### src/rtl/latch_bank_sched.sv
// Round-robin write scheduler for a reset-less gated-latch bank: setup, gate, hold (and optional CHECK) per write.
// Optional readback check of the written word is enabled with `define LATCH_VERIFY_EN.
module latch_bank_sched #(
  parameter int WIDTH       = 8,
  parameter int DEPTH       = 4,
  parameter int GATE_CYCLES = 2,
  localparam int AW         = $clog2(DEPTH)
) (
  input  logic                   Clk,
  input  logic                   Resetn,
  input  logic                   req0,
  input  logic                   req1,
  input  logic [AW-1:0]          addr0,
  input  logic [AW-1:0]          addr1,
  input  logic [WIDTH-1:0]       data0,
  input  logic [WIDTH-1:0]       data1,
`ifdef LATCH_VERIFY_EN
  input  logic [WIDTH*DEPTH-1:0] lat_q,
`endif
  output logic                   ack0,
  output logic                   ack1,
  output logic [WIDTH-1:0]       lat_d,
  output logic [DEPTH-1:0]       lat_g,
  output logic                   busy,
  output logic                   grant_id,
  output logic                   err
);

  localparam int CW = (GATE_CYCLES > 1) ? $clog2(GATE_CYCLES) : 1;

  typedef enum logic [2:0] {
    IDLE  = 3'd0,
    SETUP = 3'd1,
    GATE  = 3'd2,
    HOLD  = 3'd3
`ifdef LATCH_VERIFY_EN
    , CHECK = 3'd4
`endif
  } state_t;

  state_t           state_q, state_d;
  logic [CW-1:0]    cnt_q, cnt_d;
  logic             ptr_q, ptr_d;
  logic [AW-1:0]    addr_q, addr_d;
  logic [WIDTH-1:0] data_q, data_d;
  logic             grant_q, grant_d;
  logic [DEPTH-1:0] lat_g_q, lat_g_d;
  logic             ack0_q, ack0_d;
  logic             ack1_q, ack1_d;
  logic             busy_q, busy_d;
  logic             err_q, err_d;
  logic             win;
  logic             done;

  // Gate enables clear the instant Resetn falls, so an interrupted write cannot keep a latch open.
  always_ff @(posedge Clk or negedge Resetn) begin
    if (!Resetn) begin
      state_q <= IDLE;
      cnt_q   <= '0;
      ptr_q   <= 1'b0;
      addr_q  <= '0;
      data_q  <= '0;
      grant_q <= 1'b0;
      lat_g_q <= '0;
      ack0_q  <= 1'b0;
      ack1_q  <= 1'b0;
      busy_q  <= 1'b0;
      err_q   <= 1'b0;
    end else begin
      state_q <= state_d;
      cnt_q   <= cnt_d;
      ptr_q   <= ptr_d;
      addr_q  <= addr_d;
      data_q  <= data_d;
      grant_q <= grant_d;
      lat_g_q <= lat_g_d;
      ack0_q  <= ack0_d;
      ack1_q  <= ack1_d;
      busy_q  <= busy_d;
      err_q   <= err_d;
    end
  end

  always_comb begin
    state_d = state_q;
    cnt_d   = cnt_q;
    ptr_d   = ptr_q;
    addr_d  = addr_q;
    data_d  = data_q;
    grant_d = grant_q;
    win     = 1'b0;
    case (state_q)
      IDLE: begin
        if (req0 || req1) begin
          // ptr_q names the requester that wins a tie.
          win     = (req0 && req1) ? ptr_q : req1;
          grant_d = win;
          ptr_d   = ~win;
          addr_d  = win ? addr1 : addr0;
          data_d  = win ? data1 : data0;
          state_d = SETUP;
        end
      end
      SETUP: begin
        cnt_d   = '0;
        state_d = GATE;
      end
      GATE: begin
        if (cnt_q == CW'(GATE_CYCLES - 1)) state_d = HOLD;
        else                               cnt_d   = cnt_q + CW'(1);
      end
`ifdef LATCH_VERIFY_EN
      HOLD:    state_d = CHECK;
      CHECK:   state_d = IDLE;
`else
      HOLD:    state_d = IDLE;
`endif
      default: state_d = IDLE;
    endcase
  end

  // Outputs are decoded from the next state so the registered values line up with the state they describe.
  always_comb begin
    lat_g_d = '0;
    if (state_d == GATE) lat_g_d[addr_d] = 1'b1;
`ifdef LATCH_VERIFY_EN
    done  = (state_d == CHECK);
    err_d = (state_d == CHECK) && (lat_q[addr_q*WIDTH +: WIDTH] != data_q);
`else
    done  = (state_d == HOLD);
    err_d = 1'b0;
`endif
    ack0_d = done && !grant_d;
    ack1_d = done &&  grant_d;
    busy_d = (state_d != IDLE);
  end

  assign lat_d    = data_q;
  assign lat_g    = lat_g_q;
  assign ack0     = ack0_q;
  assign ack1     = ack1_q;
  assign busy     = busy_q;
  assign grant_id = grant_q;
  assign err      = err_q;

endmodule
### config.mk
export PLATFORM = sky130hd
export DESIGN_NAME = latch_bank_sched
export DESIGN_NICKNAME = d
export VERILOG_FILES = /design/src/rtl/latch_bank_sched.sv
export SDC_FILE = /design/constraint.sdc
export NUM_CORES = 1
export LEC_CHECK = 0
export CAP_MARGIN = 0
export CORE_AREA = 2 2 51 53
export CTS_CLUSTER_DIAMETER = 40
export DETAILED_ROUTE_END_ITERATION = 12
export DIE_AREA = 0 0 53 55
export DONT_BUFFER_PORTS = 1
export GPL_TIMING_DRIVEN = 0
export PLACE_DENSITY = 0.64
export SLEW_MARGIN = 20
export SYNTH_ARGS = -nofsm -noshare
export SYNTH_HDL_FRONTEND = slang
export SYNTH_SLANG_ARGS = --single-unit
### constraint.sdc
create_clock -name Clk -period 1.9 [get_ports Clk]
set_input_delay 0.38 -clock Clk [delete_from_list [all_inputs] [get_ports Clk]]
set_output_delay 0.38 -clock Clk [all_outputs]
set_load 0.01 [all_outputs]
==> metrics.yaml <==
ys.warnings.count: 0
power_per_cell_area_nw_per_um2: 1421
clockPowerShare_pct: 14.0
synth_cell_type_count: 28
leakagePower_nw: 0.4563
synth_area_sq_um: 1042
grt_pass1_vias: 642
routed_via_density: 5.923
grtUsageTotal_pct: 14.44
final_common_cell: "dfrtp_1"
synth_top_cell_area_share_pct: 55.22
worstPathRequired_ns: 2.16
worstPathArrival_ns: 1.62
nNetsFinal: 112
h-tree-depth: 1
max-clock-path-buffers: 2
outcome: "finished, final reports clean"
avgRoutedWirePerCell_um: 16.92
die_area_sq_um: 2915
synth-seq-area-share_pct: 55.22
cts_inserted_buffers: 3
first_pass_iters: 4
die_w_um: 53
first_iter_violations: 7
p_total_mw: 1.586
drc: 0
num_rows: 18
initial_utilization_pct: 44.07
numPortBuffers: 0
p_sw_mw: 0.5783
finalWirelength_mm: 1.980
ios: 41
antenna_cells: 0
clock-root-buffer: "clkbuf_4"
p_comb_share_pct: 30.0
rsz0062_at_grt: "false"
antenna_left: 0
crit_type: "reg -> reg"
reg2reg_depth: 4
setup_violations: 0
p_int_mw: 1.008
hpwl_mm: 1.443
max_freq_mhz: 733.4
worstPathMaxFanout: 10
insertion_delay_ns: 0.31
grt-ovfl-total: 0
hold_violations: 0
clk_pin_slew_ns: 0.13
final_cell_mix: "23 x dfrtp_1, 10 x o32ai_1, 10 x a2bb2oi_2"
yosys.area.top_type: "dfrtp_1"
totalNegativeSetupSlack_ns: 0
worstSetupStartpointType: "flip-flop"
synth_cells: 81
cts_tree: "yes"
cts_setup_buffers: 0
vias: 693
max-cap-violations: 0
core_sq_um: 2365
grt_pass1_wl_mm: 2.973
antenna_found_initial: 0
vdd_ir_drop_max_mv: 0.8042
clock_skew_ns: 0.01207
fin_crit_sh_pct: 71.77
synth_area_leaders: "dfrtp_1 55%, a2bb2oi_2 14%, o32ai_1 8.4%, nor2_1 1.8%, nor3_4 1.6%"
syn_to_final_growth_pct: 7.083
finalCriticalPeriod_ns: 1.364
gp_congestion: 0.6673
die_height_um: 55
hold_path_class: "in -> async"
nFillCells: 242
grt_start_max_net_pins: 24
drive_above_1_share_pct: 25.29
slew_viol_final: 0
cts_sinks: 23
cp-end-kind: "flip-flop"
p_seq_share_pct: 55.9
synth_area_per_cell_sq_um: 12.87
swShare_pct: 36.45
ys_seq_elements: 23
==> stage by stage <==
step / setup WS (ns) / util (%) / hold slack, ns / cell area (sq um) / cells
after detailed placement: 0.5255 / 45.82 / 0.08487 / 1084 / 112
after CTS: 0.5084 / 47.41 / 0.1344 / 1121 / 117
after global placement: 0.5557 / 45.82 / 0.08506 / 1084 / 112
final: 0.5364 / 47.20 / 0.009184 / 1116 / 117
after floorplan: 0.6738 / - / 0.08441 / 1046 / 82
after global routing: 0.4343 / 47.20 / 0.04088 / 1116 / 117
==> repair_timing <==
item,CTS,global route
hold buffers,1,0
gates resized for setup,0,0
endpoints found under the hold margin,23,0
==> power groups by stage <==
| stage | Clock [mW] | Combinational (mW) | Sequential, mW |
|---|---|---|---|
| 6_report | 0.222 | 0.476 | 0.887 |
| 5_1_grt | 0.252 | 0.529 | 0.919 |
| 4_1_cts | 0.231 | 0.486 | 0.892 |
| 3_5_place_dp | 0 | 0.474 | 0.903 |
| 3_3_place_gp | 0 | 0.453 | 0.896 |
| 2_1_floorplan | 0 | 0.412 | 0.862 |
==> state kept, by name (all words and copies together), names as in the netlist <==
name,count
ack0,1
ack1,1
addr_q,2
busy,1
cnt_q,1
grant_id,1
lat_d,8
lat_g,4
ptr_q,1
state_q,3
==> cells in the mapped netlist <==
master      n
nor3b_1     2
nor3b_2     1
conb_1      1
inv_2       1
a31oi_1     1
o21ai_1     1
buf_6       1
o21ai_0     3
a21oi_1     2
o21a_1      1
xnor2_1     1
o21bai_1    1
a2bb2oi_2  10
clkbuf_2    1
nor3_4      1
o32ai_1    10
nor3_1      1
inv_1       2
nand2_1     4
a21bo_1     1
clkbuf_1    1
nor2b_1     2
nand3_1     1
o221a_1     1
dfrtp_1    23
nor2_1      5
buf_2       1
buf_4       1
==> per-layer routing <==
layer / vias to the layer above / global-route usage, % / routed length, um / part of all wire [%]
li1: 317 / - / - / -
met1: 349 / 19.18 / 869 / 44
met2: 23 / 21.46 / 928 / 47
met3: 4 / 4.032 / 152 / 7.7
met4: 0 / 7.692 / 30 / 1.5
met5: - / 0 / 0 / 0
==> cell families (layout without fill, tap and decap cells) <==
logic type,after synthesis,count (layout),share of synthesized area (%)
buf+inv,8,13,4.201
simple gates,17,17,9.602
xor+xnor,1,1,0.8405
other cells,1,2,0.3598
flops,23,23,55.22
compound gates,31,31,29.77
==> worst max-delay path, stage by stage (launching register included) <==
cell and delay (ns):
dfrtp_1 0.47, nor3_4 0.35, o21a_1 0.19, buf_6 0.17, a2bb2oi_2 0.14
==> layout make-up <==
| class | count | area (sq um) | area share, % |
|---|---|---|---|
| well taps | 30 | 37.54 | 3.363 |
| plain buffers | 5 | 32.53 | 2.915 |
| clock inverters | 1 | 5.005 | 0.4484 |
| clock buffers | 3 | 22.52 | 2.018 |
| inverters | 3 | 11.26 | 1.009 |
| repair buffers | 1 | 5.005 | 0.4484 |
| multi-input cells | 51 | 426.7 | 38.23 |
| flip-flops and latches | 23 | 575.6 | 51.57 |
==> path summary, 6_finish.rpt <==
kind | slack, ns | start | endpoint
max | 0.54 | state_q[1] | lat_d[0]
min | 0.009 | Resetn | lat_g[0]
max reg2reg | 0.54 | state_q[1] | lat_d[0]
min reg2reg | 0.52 | ptr_q | ptr_q
max in group asynchronous | 1.55 | Resetn | ack1
min in group Clk | 0.14 | req1 | ptr_q
No activity file was read; power rests on OpenSTA's default activity.
